**src/rtl/mod_out_select_if.sv**
```systemverilog
// Sample inputs, mode-change handshake and DAC output of mod_out_select.
// master = stream/controller side, slave = mod_out_select.
interface mod_out_select_if #(
  parameter int DATA_W = 8
);
  logic signed [DATA_W-1:0] in_sine;
  logic signed [DATA_W-1:0] in_ask;
  logic signed [DATA_W-1:0] in_psk;
  logic signed [DATA_W-1:0] in_am;
  logic signed [DATA_W-1:0] in_fm;
  logic [1:0]               gain_shift;
  logic [2:0]               req_mode;
  logic                     req_valid;
  logic                     req_ready;
  logic [2:0]               mode_cur;
  logic                     mode_ack;
  logic                     mode_err;
  logic                     timeout_flag;
  logic [DATA_W-1:0]        dac_data;

  modport master (
    output in_sine, in_ask, in_psk, in_am, in_fm, gain_shift, req_mode, req_valid,
    input  req_ready, mode_cur, mode_ack, mode_err, timeout_flag, dac_data
  );

  modport slave (
    input  in_sine, in_ask, in_psk, in_am, in_fm, gain_shift, req_mode, req_valid,
    output req_ready, mode_cur, mode_ack, mode_err, timeout_flag, dac_data
  );
endinterface

```
**src/rtl/mod_out_select.sv**
```systemverilog
// Selects one modulated stream, switches modes at a zero crossing (or after a
// bounded wait) and drives an attenuated offset-binary DAC word.
//
// state | meaning
// RUN   | streaming; mode-change requests accepted
// PEND  | target latched, waiting for a zero crossing or the wait limit
module mod_out_select #(
  parameter int DATA_W  = 8,
  parameter int TIMEOUT = 1024
) (
  input  logic            clk,
  input  logic            rst_n,
  mod_out_select_if.slave bus
);

  typedef enum logic {RUN = 1'b0, PEND = 1'b1} state_t;

  localparam logic [15:0]       WAIT_TC  = 16'(TIMEOUT - 1);
  localparam logic [DATA_W-1:0] MIDSCALE = {1'b1, {(DATA_W-1){1'b0}}};

  state_t                   state_q, state_d;
  logic [2:0]               mode_q, mode_d;
  logic [2:0]               target_q, target_d;
  logic [15:0]              wait_q, wait_d;
  logic                     ack_q, ack_d;
  logic                     err_q, err_d;
  logic                     to_q, to_d;
  logic signed [DATA_W-1:0] sel;
  logic signed [DATA_W-1:0] prev_s;
  logic signed [DATA_W-1:0] s1;
  logic [DATA_W-1:0]        dac_q;
  logic                     zc;

  always_comb begin
    sel = bus.in_sine;
    case (mode_q)
      3'd0:    sel = bus.in_sine;
      3'd1:    sel = bus.in_ask;
      3'd2:    sel = bus.in_psk;
      3'd3:    sel = bus.in_am;
      3'd4:    sel = bus.in_fm;
      default: sel = bus.in_sine;
    endcase
  end

  // Zero crossing is judged on the raw stream, never on the attenuated one.
  assign zc = (sel[DATA_W-1] != prev_s[DATA_W-1]) || (sel == '0);

  always_comb begin
    state_d  = state_q;
    mode_d   = mode_q;
    target_d = target_q;
    wait_d   = wait_q;
    ack_d    = 1'b0;
    err_d    = 1'b0;
    to_d     = 1'b0;
    case (state_q)
      RUN: begin
        if (bus.req_valid) begin
          if (bus.req_mode > 3'd4) begin
            err_d = 1'b1;
          end else if (bus.req_mode == mode_q) begin
            ack_d = 1'b1;
          end else begin
            target_d = bus.req_mode;
            wait_d   = '0;
            state_d  = PEND;
          end
        end
      end
      PEND: begin
        if (zc) begin
          mode_d  = target_q;
          ack_d   = 1'b1;
          state_d = RUN;
        end else if (wait_q == WAIT_TC) begin
          mode_d  = target_q;
          ack_d   = 1'b1;
          to_d    = 1'b1;
          state_d = RUN;
        end else begin
          wait_d = wait_q + 16'd1;
        end
      end
      default: state_d = RUN;
    endcase
  end

  always_ff @(posedge clk or negedge rst_n) begin
    if (!rst_n) begin
      state_q  <= RUN;
      mode_q   <= 3'd0;
      target_q <= 3'd0;
      wait_q   <= '0;
      ack_q    <= 1'b0;
      err_q    <= 1'b0;
      to_q     <= 1'b0;
    end else begin
      state_q  <= state_d;
      mode_q   <= mode_d;
      target_q <= target_d;
      wait_q   <= wait_d;
      ack_q    <= ack_d;
      err_q    <= err_d;
      to_q     <= to_d;
    end
  end

  always_ff @(posedge clk or negedge rst_n) begin
    if (!rst_n) begin
      prev_s <= '0;
      s1     <= '0;
      dac_q  <= MIDSCALE;
    end else begin
      prev_s <= sel;
      s1     <= sel >>> bus.gain_shift;
      dac_q  <= {~s1[DATA_W-1], s1[DATA_W-2:0]};
    end
  end

  assign bus.req_ready    = (state_q == RUN);
  assign bus.mode_cur     = mode_q;
  assign bus.mode_ack     = ack_q;
  assign bus.mode_err     = err_q;
  assign bus.timeout_flag = to_q;
  assign bus.dac_data     = dac_q;

endmodule

```
**src/flat_wrapper.sv**
```systemverilog
// flat-port wrapper written by rule: the top's interface ports become plain ports
module mod_out_select_flat 
#(
  parameter int DATA_W  = 8,
  parameter int TIMEOUT = 1024
)
  (clk, rst_n, bus_in_sine, bus_in_ask, bus_in_psk, bus_in_am, bus_in_fm, bus_gain_shift, bus_req_mode, bus_req_valid, bus_req_ready, bus_mode_cur, bus_mode_ack, bus_mode_err, bus_timeout_flag, bus_dac_data);
  mod_out_select_if #(.DATA_W(DATA_W)) bus_i ();
  input  logic clk;
  input  logic rst_n;
  input wire logic [$bits(bus_i.in_sine)-1:0] bus_in_sine;
  input wire logic [$bits(bus_i.in_ask)-1:0] bus_in_ask;
  input wire logic [$bits(bus_i.in_psk)-1:0] bus_in_psk;
  input wire logic [$bits(bus_i.in_am)-1:0] bus_in_am;
  input wire logic [$bits(bus_i.in_fm)-1:0] bus_in_fm;
  input wire logic [$bits(bus_i.gain_shift)-1:0] bus_gain_shift;
  input wire logic [$bits(bus_i.req_mode)-1:0] bus_req_mode;
  input wire logic [$bits(bus_i.req_valid)-1:0] bus_req_valid;
  output wire logic [$bits(bus_i.req_ready)-1:0] bus_req_ready;
  output wire logic [$bits(bus_i.mode_cur)-1:0] bus_mode_cur;
  output wire logic [$bits(bus_i.mode_ack)-1:0] bus_mode_ack;
  output wire logic [$bits(bus_i.mode_err)-1:0] bus_mode_err;
  output wire logic [$bits(bus_i.timeout_flag)-1:0] bus_timeout_flag;
  output wire logic [$bits(bus_i.dac_data)-1:0] bus_dac_data;
  assign bus_i.in_sine = bus_in_sine;
  assign bus_i.in_ask = bus_in_ask;
  assign bus_i.in_psk = bus_in_psk;
  assign bus_i.in_am = bus_in_am;
  assign bus_i.in_fm = bus_in_fm;
  assign bus_i.gain_shift = bus_gain_shift;
  assign bus_i.req_mode = bus_req_mode;
  assign bus_i.req_valid = bus_req_valid;
  assign bus_req_ready = bus_i.req_ready;
  assign bus_mode_cur = bus_i.mode_cur;
  assign bus_mode_ack = bus_i.mode_ack;
  assign bus_mode_err = bus_i.mode_err;
  assign bus_timeout_flag = bus_i.timeout_flag;
  assign bus_dac_data = bus_i.dac_data;
  mod_out_select #(.DATA_W(DATA_W), .TIMEOUT(TIMEOUT)) u_core (.clk(clk), .rst_n(rst_n), .bus(bus_i));
endmodule
```
**config.mk**
```make
export PLATFORM = sky130hd
export DESIGN_NAME = mod_out_select_flat
export DESIGN_NICKNAME = d
export VERILOG_FILES = /design/src/rtl/mod_out_select_if.sv /design/src/rtl/mod_out_select.sv /design/src/flat_wrapper.sv
export SDC_FILE = /design/constraint.sdc
export NUM_CORES = 1
export LEC_CHECK = 0
export ABC_AREA = 0
export BUFFER_PORTS_ARGS = -buffer_cell sky130_fd_sc_hd__buf_2
export CORE_MARGIN = 5
export CORE_UTILIZATION = 55
export CTS_CLUSTER_DIAMETER = 50
export CTS_CLUSTER_SIZE = 25
export DETAILED_ROUTE_END_ITERATION = 7
export GPL_ROUTABILITY_DRIVEN = 0
export HOLD_SLACK_MARGIN = 0.02
export PLACE_DENSITY = 0.82
export SYNTH_ARGS = -nofsm -noshare
export SYNTH_HDL_FRONTEND = slang
export SYNTH_SLANG_ARGS = --single-unit
```
**constraint.sdc**
```tcl
create_clock -name clk -period 7.31 [get_ports clk]
set_input_delay 0 -clock clk [delete_from_list [all_inputs] [get_ports clk]]
set_output_delay 0 -clock clk [all_outputs]
set_load 0.005 [all_outputs]
```
== Word-level counts from Yosys, hierarchy flattened ==
Cells that the tools add are included.

* Output and inout port bits: 15
* Input bits: 48
* Register bits: 50
* Logic and storage cells: 61

* Reduce and logical (&&, ||, !) cells: 6
* Add/sub/neg operators: 1
* Shift-type cells: 1
* Order comparisons: 1
* Multiplexer cells: 26
* Bitwise gates (word level): 4
* Eq/ne operators: 12

{| class="wikitable"
|+ Operators by type and width
! operator !! count
|-
| $mux 16 || 5
|-
| $pmux 16 s2 || 1
|-
| $pmux 8 s4 || 1
|-
| $add 16x1->16 const B || 1
|-
| $eq 16x10->1 const B || 1
|-
| $mux 1 || 15
|-
| $ne 2x2->1 const B || 5
|-
| $logic_not 8->1 || 1
|-
| $sshr 8x2->8 || 1
|-
| $eq 3x2->1 const B || 2
|-
| $mux 3 || 2
|-
| $reduce_and 5->1 || 1
|-
| $not 1->1 || 4
|-
| $pmux 1 s2 || 2
|-
| $reduce_and 4->1 || 1
|-
| $eq 3x1->1 const B || 1
|-
| $eq 3x3->1 || 1
|-
| $eq 3x3->1 const B || 1
|-
| $gt 3x3->1 const B || 1
|-
| $reduce_and 2->1 || 1
|-
| $reduce_bool 2->1 || 1
|-
| $logic_or 1x1->1 || 1
|-
| $ne 1x1->1 || 1
|}

== Depth between registers and ports, before layout ==
Gate-level depths: netlist of the first run.

* Word-level depth: 6
* Depth in mapped cells: 11
* Mapped depth without buffers: 9

== Worst setup path after synthesis of the first run ==
Ideal clock, no wire load.

* Path kind: flip-flop to flip-flop
* From: reg u_core.mode_q[1] (netlist: u_core.bus.mode_cur[1])
* To: reg u_core.wait_q[11]
* Path slack: 4.801 ns
* Buffers on the path: 1
* Clock period less this slack: 2.509 ns
* Stages on the path, launching flop included: 9
* Arrival: 2.383 ns
* Data required time: 7.184 ns
* Setup time: 0.126 ns
* Path through: dfrtp_1 > buf_4 > nor4b_1 > a2111o_1 > a221o_1 > xnor2_4 > a211oi_4 > nor2_4 > a221o_1

* Word-level cells in the longest chain between the ends: 6
* Elaborated cells between the ends (all ways): 12
* Classes of those cells: eq/ne (8); mux (1); reduce/logical (3)

{| class="wikitable"
|+ Ends and longest elaborated chain
! element !! line !! source
|-
| from (decl) || mod_out_select.sv:22 || <nowiki>logic [2:0] mode_q, mode_d;</nowiki>
|-
| from (signal assigned) || mod_out_select.sv:100 || <nowiki>mode_q <= mode_d;</nowiki>
|-
| $eq 3x3->1 (tied with other cells) || mod_out_select.sv:36 || <nowiki>case (mode_q)</nowiki>
|-
| $pmux 8 s4 || mod_out_select.sv:36 ||
|-
| $logic_not 8->1 or $ne 1x1->1 (tied branches) || mod_out_select.sv:47 || <nowiki>assign zc = (sel[DATA_W-1] != prev_s[DATA_W-1]) || (sel == '0);</nowiki>
|-
| $logic_or 1x1->1 || mod_out_select.sv:47 ||
|-
| $ne 2x2->1 (no source line) || -- ||
|-
| $reduce_and 5->1 (no source line) (*) || -- ||
|-
| to (signal assigned) || mod_out_select.sv:102 || <nowiki>wait_q <= wait_d;</nowiki>
|-
| to (decl) || mod_out_select.sv:24 || <nowiki>logic [15:0] wait_q, wait_d;</nowiki>
|}

Every way passes the cells marked *; elsewhere a longest branch is shown, timed or not.
A chain may end at the register's enable or synchronous reset.

== Worst setup path after layout of the first run ==
* From: reg u_core.mode_q[2] (netlist: u_core.bus.mode_cur[2])
* To: reg u_core.wait_q[9]

Same word-level chain as after synthesis.

==> flow_summary.yaml, run 1 <==
yosys:
  postSynthNetCount: 316
  synth_simple_gate_area_share_pct: 22.8
  area_fraction_in_compound_gates_after_synthesis_pct: 24.7
  synth-async-reset-ratio_pct: 100
  synth.top_cells.by_count: "sky130_fd_sc_hd__dfrtp_1 (41), sky130_fd_sc_hd__nand2_1 (31), sky130_fd_sc_hd__nor2_1 (14), sky130_fd_sc_hd__nor2b_1 (13), sky130_fd_sc_hd__a21oi_1 (11)"
  yosys.cell_count.top_type: "sky130_fd_sc_hd__dfrtp_1"
  synth_top_cell_by_area: "sky130_fd_sc_hd__dfrtp_1"
  ys_ff_latch: 42
  synth.top_cells.by_area: "sky130_fd_sc_hd__dfrtp_1 (40%), sky130_fd_sc_hd__nand2_1 (4.5%), sky130_fd_sc_hd__a221o_1 (3.9%), sky130_fd_sc_hd__a2111o_1 (3.5%), sky130_fd_sc_hd__a211o_1 (3.4%)"
  syn-cell-area_sq_um: 2590
  dominant_combinational_cell_family_by_area_after_synthesis: "compound AO/OA/AOI/OAI gates"
  synth_edf_count: 0
  yosys-mux-area-fraction_pct: 4.10
  synthXorXnorAreaFrac_pct: 2.07
  arithmetic_cell_share_of_the_synthesized_area_counting_full_adders_half_adders_and_majority_gates_pct: 0.482
  yosys.cell_types.count: 55
  synth_area_per_cell_sq_um: 9.71
  syn_inst: 267
  ys_warn_count: 0
  synth_top_area_share_pct: 39.6
  postSynth.topFlopCell: "sky130_fd_sc_hd__dfrtp_1"
  yosysSeqAreaShare_pct: 40.6
cts:
  cts_tree: "yes"
  cts_setup_buffers: 0
  clk_transition_reported_paths_ns: 0.08
  clk_root_buffer_cell: "sky130_fd_sc_hd__clkbuf_8"
  tritoncts.num_buffers: 5
  htree_levels: 2
  ctsLongestPathBuffers: 2
  tritoncts_num_sinks: 42
  clock_insertion_delay_worst_skew_ns: 0.29
critical_path:
  setup.reg_to_reg.worst_slack_ns: 3.78
  worstRegToRegCells: 7
  regToRegEndpoint: "u_core.wait_q[9]$_DFFE_PN0P_"
  critPathTopFamily: "compound AO/OA/AOI/OAI gates"
  worstPathMaxFanout: 25
  arrival_ns: 3.71
  critical_path.slowest_cell: "sky130_fd_sc_hd__nor3b_2"
  start_kind: "flip-flop"
  worstSetupEndpointType: "flip-flop"
  timing.rr.start: "u_core.bus.mode_cur[2]$_DFFE_PN0P_"
  crit_path_cell_trace: "nor3b_2 > a2111o_1 > a221o_1 > xnor2_4 > a211oi_4 > nor2_4 > a221o_1"
  cp_common_cell: "sky130_fd_sc_hd__a221o_1"
  critical_path.n_buffers_inverters: 0
  critPathKind: "reg2reg"
  cpPeakStageDelay_ns: 0.87
  required_ns: 7.49
sta:
  finalSetupViolCount: 0
  hold_ws_ns: 0.0367
  finalHoldViolations: 0
  slew-limit-headroom_pct: 37.6
  worst-slew-pin-transition_ns: 0.932
  grt_setup_unrepaired: "no"
  final.setup_skew_ns: 0.00945
  layout_worst_path_cycle_share_pct: 48.3
  slew_viol_final: 0
  period_needed_ns: 3.53
  achievable-frequency_mhz: 283
  tns_setup_ns: 0
  setup_ws_ns: 3.78
power_and_ir_drop:
  max-vdd-ir-drop_uv: 225
  p_leak_nw: 1.47
  power_density_nw_per_um2: 400
die:
  ioPinCount: 63
  num_rows: 25
  die_h_um: 78.7
  coreArea_sq_um: 4660
  start_util_pct: 55.7
  floorplan.die.width_um: 78.7
  die-area_sq_um: 6190
outcome:
  run_status: "complete, no violations"
hold_path:
  worstHoldPathType: "in2reg"
  min_delay_worst_endpoint: "u_core.s1[2]$_DFF_PN0_"
  min_from: "bus_gain_shift[1]"
  timing.hold.worst_path_depth: 2
grt:
  grt.total_usage_pct: 19.2
  grt_max_degree: 43
  grt_remaining_overflow: 0
  grt_antenna_before_repair: 0
  global_route_wire_length_before_repair_um: 9500
  vias_in_the_first_global_route: 2062
detailed_routing:
  finalWirelength_um: 5770
  avgViaCountPerCell: 6.01
  routed_wire_length_per_instance_um: 15.1
  drc_errors: 0
  drt-initial-drc-count: 158
  first_pass_iters: 4
  postRouteAntennaNets: 0
  vias: 2290
layout:
  antennaDiodeCount: 0
  layout-area-overhead-vs-synth_pct: 17.1
  final_layout_size_suffix_gt1_share_pct: 27.2
  layout.filler_cells: 380
  nets: 375
place:
  dpl_worst_slack_ns: 3.83
  port_buffers: 62
  dp.final_hpwl_um: 4190
run:
  maxCapViolations: 0
-- area by class of cell --
| cell class | instances | area [sq um] | share of cell area, % |
|---|---|---|---|
| Sequential cell | 42 | 1050 | 34.6 |
| Clock buffer | 5 | 68.8 | 2.27 |
| Multi-Input combinational cell | 199 | 1410 | 46.3 |
| Inverter | 11 | 41.3 | 1.36 |
| Timing Repair Buffer | 67 | 358 | 11.8 |
| Clock inverter | 3 | 45.0 | 1.48 |
| Tap cell | 54 | 67.6 | 2.22 |
-- sequential cells by signal, summed over array words and instances (netlist names) --
name and flops:
u_core.bus.dac_data 8, u_core.bus.mode_ack 1, u_core.bus.mode_cur 3, u_core.bus.mode_err 1, u_core.bus.timeout_flag 1, u_core.prev_s 1, u_core.s1 7, u_core.state_q 1
u_core.target_q 3, u_core.wait_q 16
-- layer usage --
metal	global-route usage (%)	vias to the layer above	part of all wire, %
li1	-	1125	-
met1	27.5	1078	45
met2	29.4	81	47
met3	4.01	6	6.3
met4	5.24	0	0.94
met5	0	-	0
-- per-stage QoR --
| stage | util [%] | power, W | instances | cell area [sq um] |
|---|---|---|---|---|
| global route | 65.2 | 0.00130 | 381 | 3040 |
| global placement | 61.9 | 0.00102 | 369 | 2880 |
| CTS | 65.2 | 0.00122 | 381 | 3040 |
| finish | 65.2 | 0.00121 | 381 | 3040 |
| floorplan | - | 0.000906 | 267 | 2590 |
| detailed placement | 61.9 | 0.00103 | 369 | 2880 |
-- logic make-up after synthesis --
| logic type | after synthesis |
|---|---|
| AOI/OAI and AO/OA | 77 |
| xor gates and xnor gates | 4 |
| adders and majority gates | 1 |
| buffers and inverters | 26 |
| DFF | 42 |
| muxes | 9 |
| and+or+nand+nor | 108 |
-- where the power goes --
| group | leakage [nW] | switching [W] | internal, W |
|---|---|---|---|
| Combinational | 0.885 | 0.000331 | 0.000294 |
| Clock | 0.0504 | 0.0000781 | 0.000102 |
| Sequential | 0.534 | 0.0000953 | 0.000314 |
-- repair_timing --
action	in CTS	in global routing
hold buffers	4	0
hold endpoints to repair	44	0
gates resized for setup	0	0
-- cell usage in the layout, fill, tap and decap left out, types with 2 or more instances in the layout --
cell and n:
sky130_fd_sc_hd__dlygate4sd3_1 4, sky130_fd_sc_hd__mux2i_1 5, sky130_fd_sc_hd__nand3_1 9, sky130_fd_sc_hd__a22oi_1 7
sky130_fd_sc_hd__nand2_1 31, sky130_fd_sc_hd__o211ai_1 3, sky130_fd_sc_hd__nor3_1 9, sky130_fd_sc_hd__dfrtp_1 41
sky130_fd_sc_hd__a21oi_1 11, sky130_fd_sc_hd__inv_1 10, sky130_fd_sc_hd__nor2_1 14, sky130_fd_sc_hd__and3_1 9
sky130_fd_sc_hd__clkinvlp_4 2, sky130_fd_sc_hd__a22o_1 3, sky130_fd_sc_hd__a2111o_1 8, sky130_fd_sc_hd__clkbuf_8 5
sky130_fd_sc_hd__o22ai_1 2, sky130_fd_sc_hd__a211o_1 10, sky130_fd_sc_hd__o21ai_0 9, sky130_fd_sc_hd__o21bai_1 2
sky130_fd_sc_hd__and2_1 2, sky130_fd_sc_hd__buf_2 62, sky130_fd_sc_hd__mux2_4 3, sky130_fd_sc_hd__a221oi_2 2
sky130_fd_sc_hd__a221o_1 10, sky130_fd_sc_hd__nor4b_1 7, sky130_fd_sc_hd__xnor2_1 3, sky130_fd_sc_hd__or4_1 2
sky130_fd_sc_hd__nor2b_1 13, sky130_fd_sc_hd__or3_1 3
-- how the worst max path moves through the flow --
| stage | from | to | slack [ns] | cells past startpoint |
|---|---|---|---|---|
| after floorplan | u_core.bus.mode_cur[1]$_DFFE_PN0P_ | u_core.wait_q[11]$_DFFE_PN0P_ | 4.80 | 8 |
| after global placement | u_core.bus.mode_cur[1]$_DFFE_PN0P_ | u_core.wait_q[7]$_DFFE_PN0P_ | 3.90 | 7 |
| after detailed placement | u_core.bus.mode_cur[1]$_DFFE_PN0P_ | u_core.wait_q[7]$_DFFE_PN0P_ | 3.83 | 7 |
| after CTS | u_core.bus.mode_cur[1]$_DFFE_PN0P_ | u_core.wait_q[14]$_DFFE_PN0P_ | 3.81 | 7 |
| after global routing | u_core.bus.mode_cur[2]$_DFFE_PN0P_ | u_core.wait_q[14]$_DFFE_PN0P_ | 3.55 | 7 |
| final | u_core.bus.mode_cur[2]$_DFFE_PN0P_ | u_core.wait_q[9]$_DFFE_PN0P_ | 3.78 | 7 |
(Power assumes the default switching activity.)
==> run 2: changes to the inputs <==
--- a/config.mk
+++ b/config.mk
@@ -8,13 +8,13 @@
 export ABC_AREA = 0
 export BUFFER_PORTS_ARGS = -buffer_cell sky130_fd_sc_hd__buf_2
 export CORE_MARGIN = 5
-export CORE_UTILIZATION = 55
+export CORE_UTILIZATION = 54
 export CTS_CLUSTER_DIAMETER = 50
 export CTS_CLUSTER_SIZE = 25
 export DETAILED_ROUTE_END_ITERATION = 7
 export GPL_ROUTABILITY_DRIVEN = 0
 export HOLD_SLACK_MARGIN = 0.02
-export PLACE_DENSITY = 0.82
+export PLACE_DENSITY = 0.81
 export SYNTH_ARGS = -nofsm -noshare
 export SYNTH_HDL_FRONTEND = slang
 export SYNTH_SLANG_ARGS = --single-unit
==> constraint.sdc (replaced) <==
create_clock -name clk -period 3.6 [get_ports clk]
set_input_delay 0 -clock clk [delete_from_list [all_inputs] [get_ports clk]]
set_output_delay 0 -clock clk [all_outputs]
set_load 0.005 [all_outputs]
==> run 2 against run 1 <==
Global-route usage up 0.55 points. Wire length up 1.4%. Sequential power rose by 91%. Combinational power increased by 120%. Die area up 1.6%. Worst hold slack got worse by 0.0053 ns. Fmax rose by 14%. Sequential cell count unchanged. Non-clock buffer count rose by 4. Highest routed layer unchanged.
==> flow_summary.yaml, run 2 (synthesis gave the netlist of run 1 again) <==
cts:
  clk_transition_reported_paths_ns: 0.08
  cts_tree: "yes"
  clock_insertion_delay_worst_skew_ns: 0.30
  clk_root_buffer_cell: "sky130_fd_sc_hd__clkbuf_8"
  cts_setup_buffers: 0
  ctsLongestPathBuffers: 2
  tritoncts.num_buffers: 5
  tritoncts_num_sinks: 42
  htree_levels: 2
  holdBufCountCts: 4
  post_cts_resized: 0
power_and_ir_drop:
  power.switching_fraction_pct: 42.7
  power_switching_w: 0.00104
  seq_power_share_pct: 32.0
  cell_internal_pwr_w: 0.00140
  power_density_nw_per_um2: 802
  comb_power_share_pct: 55.7
  report.power.total_w: 0.00244
  power_frac_clock_pct: 12.4
  p_leak_nw: 1.48
  max-vdd-ir-drop_uv: 434
outcome:
  run_status: "complete, no violations"
sta:
  grt_setup_unrepaired: "no"
  achievable-frequency_mhz: 323
  period_needed_ns: 3.09
  final.setup_skew_ns: 0.00836
  finalSetupViolCount: 0
  layout_worst_path_cycle_share_pct: 85.9
  finalHoldViolations: 0
  slew-limit-headroom_pct: 35.5
  tns_setup_ns: 0
  slew_viol_final: 0
  worst-slew-pin-transition_ns: 0.964
place:
  dp.final_hpwl_um: 4350
  port_buffers: 62
detailed_routing:
  routed_wire_length_per_instance_um: 15.2
  drc_errors: 0
  first_pass_iters: 4
  avgViaCountPerCell: 5.97
  vias: 2298
  drt-initial-drc-count: 156
  postRouteAntennaNets: 0
  finalWirelength_um: 5850
critical_path:
  start_kind: "flip-flop"
  critical_path.slowest_cell: "sky130_fd_sc_hd__nor3b_2"
  cpPeakStageDelay_ns: 0.86
  critPathKind: "reg2reg"
  setup.reg_to_reg.worst_slack_ns: 0.51
  crit_path_cell_trace: "nor3b_2 > a2111o_1 > o2111ai_1 > nor4b_2 > and2_4 > o31a_4 > mux2_4"
  critical_path.n_buffers_inverters: 0
  critPathTopFamily: "simple AND/OR/NAND/NOR gates"
  arrival_ns: 3.28
  required_ns: 3.79
  worstSetupEndpointType: "flip-flop"
  worstPathMaxFanout: 16
layout:
  layout_commonest_cell: "sky130_fd_sc_hd__buf_2"
  nets: 379
  final_layout_size_suffix_gt1_share_pct: 28.1
  multi_input_gate_area_in_the_final_layout_sq_um: 1410
  final_cell_mix: "sky130_fd_sc_hd__buf_2 (62), sky130_fd_sc_hd__dfrtp_1 (41), sky130_fd_sc_hd__nand2_1 (31), sky130_fd_sc_hd__nor2_1 (14), sky130_fd_sc_hd__nor2b_1 (13)"
  largest_register_ff_count: 16
  area.sequential_sq_um: 1050
  layout.filler_cells: 402
  max_flop_register: "u_core.wait_q"
  layout-area-overhead-vs-synth_pct: 17.4
  antennaDiodeCount: 0
die:
  start_util_pct: 55.3
  ioPinCount: 63
  floorplan.die.width_um: 79.3
  die-area_sq_um: 6290
  die_h_um: 79.3
  num_rows: 25
  coreArea_sq_um: 4690
grt:
  grt_remaining_overflow: 0
  grt_antenna_before_repair: 0
  grt_max_degree: 43
  vias_in_the_first_global_route: 2107
  global_route_wire_length_before_repair_um: 9870
  grt.total_usage_pct: 19.8
run:
  maxCapViolations: 0
hold_path:
  worstHoldPathType: "in2reg"
## run 2: changes by cell type in the layout (fill, tap and decap cells not counted)
| cell | change |
|---|---|
| sky130_fd_sc_hd__clkinv_2 | +1 |
| sky130_fd_sc_hd__bufinv_16 | -1 |
| sky130_fd_sc_hd__buf_4 | +4 |
| sky130_fd_sc_hd__clkinv_4 | +1 |
| sky130_fd_sc_hd__clkinvlp_4 | -1 |
## run 2: layout make-up
class / instances / area share (%)
Sequential cell: 42 / 34.6
Inverter: 11 / 1.36
Multi-Input combinational cell: 199 / 46.2
Tap cell: 54 / 2.22
Timing Repair Buffer: 71 / 12.7
Clock inverter: 3 / 0.699
Clock buffer: 5 / 2.26
## run 2: worst paths after layout
kind                                                     from                                 end  cells past startpoint
max                        u_core.bus.mode_cur[2]$_DFFE_PN0P_  u_core.bus.mode_cur[2]$_DFFE_PN0P_                      7
min                                         bus_gain_shift[1]              u_core.s1[2]$_DFF_PN0_                      2
max reg2reg                u_core.bus.mode_cur[2]$_DFFE_PN0P_  u_core.bus.mode_cur[2]$_DFFE_PN0P_                      7
min reg2reg                            u_core.s1[2]$_DFF_PN0_    u_core.bus.dac_data[2]$_DFF_PN0_                      0
max in group asynchronous                               rst_n              u_core.s1[1]$_DFF_PN0_                      2
min in group asynchronous                               rst_n        u_core.wait_q[9]$_DFFE_PN0P_                      2
## run 2: per-layer routing
layer	global-route usage (%)	routed length, um	share of wire, %
met1	27.9	2710	46
met2	30.8	2750	47
met3	3.51	304	5.2
met4	6.36	90	1.5
met5	0	0	0
## run 2: worst register-to-register path: cells and delay by family (launching register included)
family	cells	cell delay (ns)
AO/OA/AOI/OAI	3	0.52
flip-flops	1	0.60
multiplexers	1	0.30
AND/OR/NAND/NOR	3	1.56
## run 2: power groups by stage
stage	Sequential, W	Combinational (W)	Clock (W)
6_report	0.000780	0.00136	0.000302
5_1_grt	0.000804	0.00149	0.000333
4_1_cts	0.000780	0.00136	0.000310
3_5_place_dp	0.000790	0.00135	0
3_3_place_gp	0.000782	0.00132	0
2_1_floorplan	0.000739	0.00110	0
## run 2: per-stage QoR
stage	setup slack (ns)	cell area [sq um]	utilization (%)	hold WS, ns	cells
6_report	0.507	3040	64.9	0.0314	385
3_5_place_dp	0.547	2910	62.1	0.167	373
3_3_place_gp	0.630	2910	62.1	0.168	373
2_1_floorplan	1.09	2590	-	-0.296	267
5_1_grt	0.286	3040	64.9	0.0508	385
4_1_cts	0.512	3040	64.9	0.0220	385
==> run 3: changes to the inputs <==
--- a/config.mk
+++ b/config.mk
@@ -8,13 +8,14 @@
 export ABC_AREA = 0
 export BUFFER_PORTS_ARGS = -buffer_cell sky130_fd_sc_hd__buf_2
 export CORE_MARGIN = 5
-export CORE_UTILIZATION = 54
+export CORE_UTILIZATION = 50
 export CTS_CLUSTER_DIAMETER = 50
 export CTS_CLUSTER_SIZE = 25
 export DETAILED_ROUTE_END_ITERATION = 7
 export GPL_ROUTABILITY_DRIVEN = 0
 export HOLD_SLACK_MARGIN = 0.02
-export PLACE_DENSITY = 0.81
+export MAX_ROUTING_LAYER = met4
+export PLACE_DENSITY = 0.75
 export SYNTH_ARGS = -nofsm -noshare
 export SYNTH_HDL_FRONTEND = slang
 export SYNTH_SLANG_ARGS = --single-unit
==> constraint.sdc (replaced) <==
create_clock -name clk -period 3.2 [get_ports clk]
set_input_delay 0 -clock clk [delete_from_list [all_inputs] [get_ports clk]]
set_output_delay 0 -clock clk [all_outputs]
set_load 0.005 [all_outputs]
==> run 3 against run 2 <==
Register-to-register slack got worse by 0.17 ns. First-iteration DRC count is 37% higher. Sequential power increased by 11%. Die area up 7.0%. Power increased by 18%.
==> flow_summary.yaml, run 3 (synthesis gave the netlist of run 1 again) <==
outcome:
  run_status: "complete, no violations"
detailed_routing:
  avgViaCountPerCell: 5.74
  first_pass_iters: 5
  routed_wire_length_per_instance_um: 15.0
  postRouteAntennaNets: 0
  finalWirelength_um: 6090
  drt-initial-drc-count: 214
  vias: 2329
  drc_errors: 0
layout:
  nets: 384
  largest_register_ff_count: 16
  final_layout_size_suffix_gt1_share_pct: 28.6
  antennaDiodeCount: 0
  max_flop_register: "u_core.wait_q"
  final_cell_mix: "sky130_fd_sc_hd__buf_2 (62), sky130_fd_sc_hd__dfrtp_1 (41), sky130_fd_sc_hd__nand2_1 (31), sky130_fd_sc_hd__nor2_1 (14), sky130_fd_sc_hd__nor2b_1 (13)"
  layout-area-overhead-vs-synth_pct: 20.7
  layout_commonest_cell: "sky130_fd_sc_hd__buf_2"
  layout.cell_area.non_filler_sq_um: 3130
  layout.filler_cells: 440
power_and_ir_drop:
  report.power.total_w: 0.00288
  comb_power_share_pct: 55.0
  power_switching_w: 0.00118
  power_frac_clock_pct: 14.8
  power.switching_fraction_pct: 40.8
  p_leak_nw: 1.52
  power_density_nw_per_um2: 921
  max-vdd-ir-drop_uv: 694
  seq_power_share_pct: 30.1
  cell_internal_pwr_w: 0.00171
sta:
  slew-limit-headroom_pct: 39.9
  layout_worst_path_cycle_share_pct: 89.5
  period_needed_ns: 2.86
  worst-slew-pin-transition_ns: 0.901
  achievable-frequency_mhz: 349
  tns_setup_ns: 0
  hold_ws_ns: 0.0999
  grt_setup_unrepaired: "no"
  finalHoldViolations: 0
  finalSetupViolCount: 0
  final.setup_skew_ns: 0.00769
  slew_viol_final: 0
hold_path:
  worstHoldPathType: "in2reg"
die:
  die_h_um: 82.0
  floorplan.die.width_um: 82.0
  coreArea_sq_um: 5070
  die-area_sq_um: 6730
  ioPinCount: 63
  start_util_pct: 51.1
  num_rows: 26
grt:
  grt_remaining_overflow: 0
  global_route_wire_length_before_repair_um: 9990
  grt.busiest_layer: "met2"
  globalRouteMet3Util_pct: 3.40
  grt_util_met1_pct: 28.0
  grt_max_degree: 43
  grt_antenna_before_repair: 0
  grt.total_usage_pct: 19.6
  vias_in_the_first_global_route: 2131
  gr-usage-met2_pct: 28.8
critical_path:
  worstPathMaxFanout: 15
  critical_path.slowest_cell: "sky130_fd_sc_hd__a221o_1"
  start_kind: "flip-flop"
  critPathKind: "reg2reg"
  required_ns: 3.38
  arrival_ns: 3.05
  cp_common_cell: "sky130_fd_sc_hd__buf_4"
  cpPeakStageDelay_ns: 0.49
  crit_path_cell_trace: "nor2b_1 > buf_4 > a2111o_1 > a221o_1 > xnor2_4 > a211oi_4 > buf_4 > o21ai_0 > a22o_1"
  critPathTopFamily: "compound AO/OA/AOI/OAI gates"
  critical_path.n_buffers_inverters: 2
  worstSetupEndpointType: "flip-flop"
cts:
  ctsLongestPathBuffers: 2
  clk_root_buffer_cell: "sky130_fd_sc_hd__clkbuf_8"
  clock_insertion_delay_worst_skew_ns: 0.29
  tritoncts_num_sinks: 42
  cts_tree: "yes"
  clk_transition_reported_paths_ns: 0.08
  htree_levels: 2
  tritoncts.num_buffers: 5
place:
  port_buffers: 62
  placedInstanceArea_sq_um: 2960
  dp.final_hpwl_um: 4560
run:
  maxCapViolations: 0
-- run 3: cell count changes in the layout (fill, tap and decap cells not counted) --
cell                            delta
sky130_fd_sc_hd__clkbuf_8          +1
sky130_fd_sc_hd__dlygate4sd3_1     +1
sky130_fd_sc_hd__clkbuf_1          +1
sky130_fd_sc_hd__buf_4             +4
sky130_fd_sc_hd__clkinv_2          -1
sky130_fd_sc_hd__clkinv_4          -1
sky130_fd_sc_hd__clkinvlp_4        -1
sky130_fd_sc_hd__bufinv_16         +1
-- run 3: worst min-delay path, cell delays in order --
cell                       delay, ns
sky130_fd_sc_hd__buf_2          0.17
sky130_fd_sc_hd__o211ai_1       0.11
sky130_fd_sc_hd__o21ai_0        0.07
-- run 3: worst paths after layout --
check,depth (start not counted),startpoint,end,slack (ns)
setup reg to reg,9,u_core.bus.mode_cur[0]$_DFFE_PN0P_,u_core.wait_q[5]$_DFFE_PN0P_,0.34
hold reg to reg,0,u_core.s1[6]$_DFF_PN0_,u_core.bus.dac_data[6]$_DFF_PN0_,0.35
min in group asynchronous,2,rst_n,u_core.s1[4]$_DFF_PN0_,0.37
max in group asynchronous,2,rst_n,u_core.wait_q[15]$_DFFE_PN0P_,2.26
hold / removal,3,bus_gain_shift[0],u_core.s1[4]$_DFF_PN0_,0.1
setup / recovery,9,u_core.bus.mode_cur[0]$_DFFE_PN0P_,u_core.wait_q[5]$_DFFE_PN0P_,0.34
-- run 3: final cells by class --
cell class | instances | area [sq um] | area share (%)
Clock buffer | 7 | 86.3 | 2.76
Clock inverter | 1 | 30.0 | 0.959
Inverter | 11 | 41.3 | 1.32
Multi-Input combinational cell | 199 | 1410 | 44.9
Sequential cell | 42 | 1050 | 33.6
Tap cell | 70 | 87.6 | 2.80
Timing Repair Buffer | 76 | 428 | 13.7
-- run 3: power groups by stage --
| stage | clock network (W) | registers [W] | logic (W) |
|---|---|---|---|
| detailed placement | 0 | 0.000879 | 0.00157 |
| floorplan | 0 | 0.000831 | 0.00124 |
| global route | 0.000461 | 0.000894 | 0.00173 |
| CTS | 0.000436 | 0.000869 | 0.00158 |
| finish | 0.000428 | 0.000869 | 0.00159 |
| global placement | 0 | 0.000869 | 0.00154 |
-- run 3: layer usage --
metal  vias up  part of all wire (%)
li1       1139                     -
met1      1086                    47
met2        96                    46
met3         8                   6.4
met4         0                   1.0
met5         -                     0
-- run 3: through the flow --
stage               util (%)  cells  setup WS [ns]
floorplan                  -    267          0.691
global placement        58.4    393          0.411
detailed placement      58.4    393          0.361
CTS                     61.7    406          0.352
global route            61.7    406          0.150
finish                  61.7    406          0.335
-- run 3: timing repair --
action,CTS,global route
resized for setup,0,0
setup buffers,0,0
endpoints found under the hold margin,45,0
hold buffers,5,0
